<file path="config.mk">
export PLATFORM = sky130hd
export DESIGN_NAME = ram_access_scheduler
export DESIGN_NICKNAME = d
export VERILOG_FILES = /design/src/rtl/ram_access_scheduler.sv
export SDC_FILE = /design/constraint.sdc
export NUM_CORES = 1
export LEC_CHECK = 0
export ABC_AREA = 0
export CORE_UTILIZATION = 36
export DETAILED_ROUTE_END_ITERATION = 10
export GPL_ROUTABILITY_DRIVEN = 0
export PLACE_DENSITY_LB_ADDON = 0.2
export SLEW_MARGIN = 20
export SYNTH_ARGS = -nofsm -noshare
export SYNTH_HDL_FRONTEND = slang
export SYNTH_SLANG_ARGS = --single-unit
</file>
<file path="constraint.sdc">
create_clock -name Clock -period 1.7 [get_ports Clock]
set_clock_uncertainty 0.2 [all_clocks]
set_input_delay 0.34 -clock Clock [delete_from_list [all_inputs] [get_ports Clock]]
set_output_delay 0.34 -clock Clock [all_outputs]
set_load 0.02 [all_outputs]
</file>
<file path="src/rtl/ram_access_scheduler.sv">
// ram_access_scheduler
//   Front-end for the car-park record RAM. Two record producers share the
//   RAM write port under round-robin arbitration and fill a circular log.
//   One query client reads arbitrary slots through a req/ack/valid handshake.
//   This block is the only driver of the RAM enables.
//
//   Write FSM
//   state   | meaning
//   W_IDLE  | waiting for a producer; Ready offered to the granted port
//   W_ISSUE | RamWrEnable pulse; pointer and count advance on exit
//
//   Read FSM
//   state   | meaning
//   R_IDLE  | waiting for a query; RdAck offered when the read port is free
//   R_ISSUE | RamRdEnable pulse
//   R_WAIT  | latency down-counter runs; RdOut captured at terminal count
//
// Ports
//   Clock, Reset             system clock, async active-low reset
//   Req0*/Req1*              producer valid/data in, ready out
//   RdReq/RdAddr/RdAck       query request, address, acceptance
//   RdValid/RdOut            query result pulse and held data
//   RamWr*/RamAddressWR      RAM write port (enable, data, address, busy)
//   RamRd*/RamAddressRD      RAM read port (enable, data, address, busy)
//   WrPtr/Count/Full         log status
//   Overflow                 sticky: a log entry has been overwritten
module ram_access_scheduler #(
    parameter int ADDR_W     = 7,
    parameter int DATA_W     = 40,
    parameter int DEPTH      = 128,
    parameter int RD_LATENCY = 1
) (
    input  logic              Clock,
    input  logic              Reset,
    input  logic              Req0Valid,
    input  logic [DATA_W-1:0] Req0Data,
    output logic              Req0Ready,
    input  logic              Req1Valid,
    input  logic [DATA_W-1:0] Req1Data,
    output logic              Req1Ready,
    input  logic              RdReq,
    input  logic [ADDR_W-1:0] RdAddr,
    output logic              RdAck,
    output logic              RdValid,
    output logic [DATA_W-1:0] RdOut,
    output logic              RamWrEnable,
    output logic [DATA_W-1:0] RamWrData,
    output logic [ADDR_W-1:0] RamAddressWR,
    input  logic              RamBusyWR,
    output logic              RamRdEnable,
    output logic [ADDR_W-1:0] RamAddressRD,
    input  logic [DATA_W-1:0] RamRdData,
    input  logic              RamBusyRD,
    output logic [ADDR_W-1:0] WrPtr,
    output logic [ADDR_W:0]   Count,
    output logic              Full,
    output logic              Overflow
);

    localparam logic [ADDR_W:0] FULL_COUNT = (ADDR_W+1)'(DEPTH);
    localparam logic [1:0]      LAT_LOAD   = 2'(RD_LATENCY);

    typedef enum logic {W_IDLE, W_ISSUE} w_state_t;
    typedef enum logic [1:0] {R_IDLE, R_ISSUE, R_WAIT} r_state_t;

    w_state_t   w_state, w_state_nxt;
    r_state_t   r_state, r_state_nxt;
    logic       last_grant;
    logic       grant;
    logic       grant_any;
    logic       wr_accept;
    logic [1:0] lat_cnt;
    logic       lat_done;

    // grant: 1 selects port 1. On a tie the port not served last wins.
    always_comb begin
        grant_any = Req0Valid | Req1Valid;
        if (Req0Valid && Req1Valid) begin
            grant = ~last_grant;
        end else begin
            grant = Req1Valid;
        end
    end

    // Write FSM next state / handshake. Ready is gated by Reset so that all
    // outputs read 0 while reset is held, even with producers still valid.
    always_comb begin
        w_state_nxt = w_state;
        Req0Ready   = 1'b0;
        Req1Ready   = 1'b0;
        wr_accept   = 1'b0;
        case (w_state)
            W_IDLE: begin
                if (Reset && !RamBusyWR && grant_any) begin
                    Req0Ready   = ~grant;
                    Req1Ready   = grant;
                    wr_accept   = 1'b1;
                    w_state_nxt = W_ISSUE;
                end
            end
            W_ISSUE: w_state_nxt = W_IDLE;
            default: w_state_nxt = W_IDLE;
        endcase
    end

    always_ff @(posedge Clock or negedge Reset) begin
        if (!Reset) begin
            w_state      <= W_IDLE;
            last_grant   <= 1'b1;
            RamWrEnable  <= 1'b0;
            RamWrData    <= '0;
            RamAddressWR <= '0;
            WrPtr        <= '0;
            Count        <= '0;
            Full         <= 1'b0;
            Overflow     <= 1'b0;
        end else begin
            w_state     <= w_state_nxt;
            RamWrEnable <= wr_accept;
            if (wr_accept) begin
                RamWrData    <= grant ? Req1Data : Req0Data;
                RamAddressWR <= WrPtr;
                last_grant   <= grant;
            end
            if (w_state == W_ISSUE) begin
                // DEPTH is a power of two, so the pointer wraps naturally
                WrPtr <= WrPtr + 1'b1;
                if (Count == FULL_COUNT) begin
                    Overflow <= 1'b1;
                end else begin
                    Count <= Count + 1'b1;
                    Full  <= ((Count + 1'b1) == FULL_COUNT);
                end
            end
        end
    end

    assign lat_done = (lat_cnt == 2'd0);

    always_comb begin
        r_state_nxt = r_state;
        RdAck       = 1'b0;
        case (r_state)
            R_IDLE: begin
                if (Reset && RdReq && !RamBusyRD) begin
                    RdAck       = 1'b1;
                    r_state_nxt = R_ISSUE;
                end
            end
            R_ISSUE: r_state_nxt = R_WAIT;
            R_WAIT:  if (lat_done) r_state_nxt = R_IDLE;
            default: r_state_nxt = R_IDLE;
        endcase
    end

    always_ff @(posedge Clock or negedge Reset) begin
        if (!Reset) begin
            r_state      <= R_IDLE;
            RamRdEnable  <= 1'b0;
            RamAddressRD <= '0;
            lat_cnt      <= 2'd0;
            RdValid      <= 1'b0;
            RdOut        <= '0;
        end else begin
            r_state     <= r_state_nxt;
            RamRdEnable <= RdAck;
            RdValid     <= 1'b0;
            if (RdAck) begin
                RamAddressRD <= RdAddr;
            end
            // Counter is loaded with the full latency on entry to R_WAIT and
            // the capture happens one edge after it reaches zero, which gives
            // the RAM RD_LATENCY cycles after the enable is sampled.
            if (r_state == R_ISSUE) begin
                lat_cnt <= LAT_LOAD;
            end else if (r_state == R_WAIT) begin
                if (lat_done) begin
                    RdOut   <= RamRdData;
                    RdValid <= 1'b1;
                end else begin
                    lat_cnt <= lat_cnt - 1'b1;
                end
            end
        end
    end

endmodule

</file>
=== Word-level counts from Yosys, hierarchy flattened ===
Index checks and enable logic that the tools add are counted.

* $add $sub $neg: 3
* Eq/ne operators: 7
* Mux-type cells: 20
* Bitwise logic cells: 6
* Reduce and logical (&&, ||, !) cells: 15

{| class="wikitable"
|+ Operator list
! operator !! number
|-
| $mux 40 || 1
|-
| $eq 8x8->1 const B || 2
|-
| $mux 1 || 12
|-
| $mux 2 || 5
|-
| $add 8x1->8 const B || 1
|-
| $reduce_and 2->1 || 4
|-
| $add 7x1->7 const B || 1
|-
| $pmux 2 s3 || 1
|-
| $logic_and 1x1->1 || 5
|-
| $not 1->1 || 5
|-
| $logic_not 2->1 || 2
|-
| $ne 2x2->1 const B || 2
|-
| $reduce_and 3->1 || 1
|-
| $eq 2x1->1 const B || 1
|-
| $eq 2x2->1 const B || 1
|-
| $logic_not 1->1 || 2
|-
| $ne 2x1->1 const B || 1
|-
| $pmux 1 s2 || 1
|-
| $reduce_bool 2->1 || 1
|-
| $sub 2x1->2 const B || 1
|-
| $or 1x1->1 || 1
|}

* Register bits after elaboration: 120
* Logic and storage cells: 66

=== Depth between registers and ports, before layout ===
* Depth after elaboration: 5
* Mapped depth: 7
* Mapped depth without buffers: 6

=== Worst setup path before layout ===
OpenSTA, ideal clock, no wires.

* Path type: reg2reg
* Start point: register Count[3]
* End point: register Count[1]
* Library setup time: 0.128 ns
* Arrival: 1.489 ns
* Required time: 1.372 ns
* Path slack: -0.117 ns
* Cell stages (with the launch flop): 6
* Clock period less this slack: 1.817 ns
* Path through: dfrtp_1 buf_2 nor2_1 nand4_1 o21ai_1 mux2_1

* Cells in the longest elaborated chain, start to end: 3

{| class="wikitable"
|+ Ends and longest elaborated chain
! item !! RTL line !! RTL
|-
| start: declaration || 55 || <nowiki>output logic [ADDR_W:0] Count,</nowiki>
|-
| start signal: assignment || 131 || <nowiki>Count <= Count + 1'b1;</nowiki>
|-
| $eq 8x8->1 || 128 || <nowiki>if (Count == FULL_COUNT) begin</nowiki>
|-
| $not 1->1 (no source line) || -- ||
|-
| $reduce_and 2->1 (no source line) || -- ||
|}

No other way between the ends.
A chain may end at the register's enable or synchronous reset.

==> results.sh <==
export IMPL_powerDensity_nw_per_um2=1510
export IMPL_fmax_mhz=492
export IMPL_wl_met3_mm=1.56
export IMPL_io_pins=251
export IMPL_slew_headroom_pct=37.4
export IMPL_cts_root_buf="clkbuf_16"
export IMPL_antenna_found_initial=0
export IMPL_drv_slew=0
export IMPL_dieArea_um2=14400
export IMPL_r2r_start="RamWrEnable"
export IMPL_cts_buffers=17
export IMPL_drtIter0Drc=198
export IMPL_post_route_period_util_pct=120
export IMPL_power_mw=13.5
export IMPL_ir_drop_mv=0.881
export IMPL_layout_min_cycle_time_ns=2.03
export IMPL_wl_met2_mm=8.20
export IMPL_start_kind="flop"
export IMPL_std_cell_rows=42
export IMPL_drv_cap=0
export IMPL_die_w_um=120
export IMPL_final_cell_mix="nand2_1 (132), clkdlybuf4s50_1 (132), dfrtp_1 (109), dlygate4sd2_1 (76), a21o_1 (42)"
export IMPL_vias=4665
export IMPL_wl_mm=16.2
export IMPL_synth_compound_area_share_pct=15.4
export IMPL_hold_viol_final=0
export IMPL_finalNetCount=913
export IMPL_groute_usage_overall_pct=22.9
export IMPL_ys_seq_area_share_pct=59.4
export IMPL_synthesis_instances=466
export IMPL_clkLatencyLatePin_ns=0.41
export IMPL_synth_fa_ha_area_share_pct=2.49
export IMPL_synth_xor_area_share_pct=2.97
export IMPL_cts_max_level=4
export IMPL_ys_warn_count=0
export IMPL_portBuffers=250
export IMPL_grt_max_degree=54
export IMPL_synth_avg_cell_area_um2=10.8
export IMPL_worstSetupEndpointType="primary output"
export IMPL_area_growth_pct=78.3
export IMPL_regArea_um2=2990
export IMPL_drc=0
export IMPL_grt_pass1_vias=4948
export IMPL_finalSetupViolCount=94
export IMPL_status="complete, but fails checks"
export IMPL_cp_startpoint="RamWrEnable"
export IMPL_critPathSlowestCell="dfrtp_2"
export IMPL_crit_family="flip-flops"
export IMPL_drive_gt1_share_pct=19.1
export IMPL_via_per_inst=4.87
export IMPL_synthMuxAreaShare_pct=2.02
export IMPL_m1WireLength_mm=6.24
export IMPL_highest_layer="met4"
export IMPL_hp_class="in -> async"
export IMPL_synth_top_area_share_pct=58.9
export IMPL_reg2reg_slack_ns=-0.24
export IMPL_antenna_cells=0
export IMPL_start_util_pct=37.4
export IMPL_coreArea_um2=13400
export IMPL_violations="negative setup slack"
export IMPL_synth_flop_cell="dfrtp_1"
export IMPL_crit_buf_inv=1
export IMPL_cts_sinks=119
export IMPL_drtAntennaViolNets=0
export IMPL_routedWlPerCell_um=16.9
export IMPL_critPathKind="reg -> out"
export IMPL_synth_distinct_cells=37
export IMPL_clk_pin_slew_ns=0.05
export IMPL_crit_arrival_ns=1.49
export IMPL_synth_seq_cells=119
export IMPL_syn_area_um2=5020
export IMPL_n_fill_cell=1017
export IMPL_clockBufferDepth=2
export IMPL_p_leak_nw=4.51
export IMPL_worst_ep_required_time_ns=1.16
export IMPL_place_ws_ns=-0.783
export IMPL_globalRouteOverflowTotal=0
export IMPL_multi_input_area_um2=2040
export IMPL_timing_final_ws_setup_ns=-0.334
export IMPL_yosys_area_share_simple_pct=14.6
export IMPL_synthArstFlopShare_pct=100
export IMPL_synthTopCellsByArea="dfrtp_1 (59%), nand2_1 (11%), a22o_1 (7.0%), a21o_1 (6.3%), ha_1 (2.5%)"
export IMPL_dp_hpwl_mm=10.5
export IMPL_die_y_um=120
export IMPL_grt_pass1_wl_mm=25.1
export IMPL_worst_path_largest_cell_delay_ns=0.43
export IMPL_synth_edf_count=0
export IMPL_critPathMaxFanout=2
export IMPL_dr_pass1_iters=4
export IMPL_synth_top_family_by_area="compound AO/OA/AOI/OAI gates"
export IMPL_worstMarginPinSlew_ns=0.936
export IMPL_synth_fp_nets=610
export IMPL_path_cells="nor3b_4 -> o21ai_4 -> a21oi_4 -> buf_6"
export IMPL_rsz0062_at_grt="yes"
export IMPL_yosysTopAreaCell="dfrtp_1"
export IMPL_tritoncts="yes"
[timing repair]
item	CTS	global route
gates cloned	7	1
hold endpoints to repair	19	19
endpoints found under the setup margin	172	139
resized for setup	208	60
hold buffers	1	1
buffers inserted	8	10
pin swaps	9	11
[per-layer routing]
| metal | vias up | track usage, % |
|---|---|---|
| met2 | 205 | 39.4 |
| met3 | 15 | 7.70 |
| met5 | - | 0 |
| li1 | 2195 | - |
| met1 | 2250 | 26.0 |
| met4 | 0 | 8.83 |
[path summary, 6_finish.rpt]
check                                       end  cells past startpoint
min in group Clock                     Overflow                      1
worst min-delay path            RamAddressRD[0]                      4
worst min register to register         Overflow                      1
worst max register to register     RamWrData[1]                      6
max in group asynchronous              Count[1]                      4
worst max-delay path                  Req0Ready                      4
[final cells by class]
| cell class | instances | area share (%) |
|---|---|---|
| Sequential cell | 119 | 33.4 |
| Timing Repair Buffer | 310 | 34.9 |
| Clock buffer | 27 | 5.40 |
| Clock inverter | 5 | 0.587 |
| Multi-Input combinational cell | 312 | 22.8 |
| Tap cell | 176 | 2.46 |
| Inverter | 9 | 0.420 |
[Yosys cell counts (all sizes together), types with 3 or more instances]
cell,n
a21o,42
a21oi,5
a22o,40
and3,3
buf,13
clkbuf,13
dfrtp,118
ha,10
inv,8
mux2,9
nand2,150
nand4,6
nor2,7
o21ai,4
xnor2,11
xor2,6
[state kept, by name, indices dropped and copies added (netlist names)]
register	cells
Overflow	1
last_grant	1
RdOut	40
RamAddressRD	7
RamAddressWR	7
lat_cnt	2
RamWrEnable	1
r_state	2
RamRdEnable	1
RamWrData	40
Full	1
Count	8
WrPtr	7
RdValid	1
[kinds of logic (layout without fill, tap and decap cells)]
kind of cell,count (synthesis),after routing
XOR/XNOR,17,17
adder cells (fa/ha/maj),10,10
AND/OR/NAND/NOR,178,178
AO/OA/AOI/OAI,98,98
flip-flops,119,119
multiplexers,9,9
buffers and inverters,35,351
[power breakdown]
group / internal, mW / switching [mW]
combinational: 2.68 / 3.03
sequential: 3.86 / 0.656
clock: 2.08 / 1.19
[tightest hold or removal path: cells and delay by family]
family                 cells  cell delay (ns)
buffers and inverters      4             0.83
[per-stage QoR]
step / area, µm² / std cells / TNS [ns] / util (%) / hold slack [ns]
after floorplan: 5060 / 466 / -0.0537 / - / -0.156
after global placement: 7940 / 903 / -30.69 / 59.3 / 0.240
after detailed placement: 7940 / 903 / -33.90 / 59.3 / 0.247
after CTS: 8740 / 948 / -13.54 / 65.2 / 0.108
after global routing: 8950 / 958 / -18.43 / 66.8 / 0.161
final: 8950 / 958 / -9.50 / 66.8 / 0.103
(Power assumes the default switching activity.)
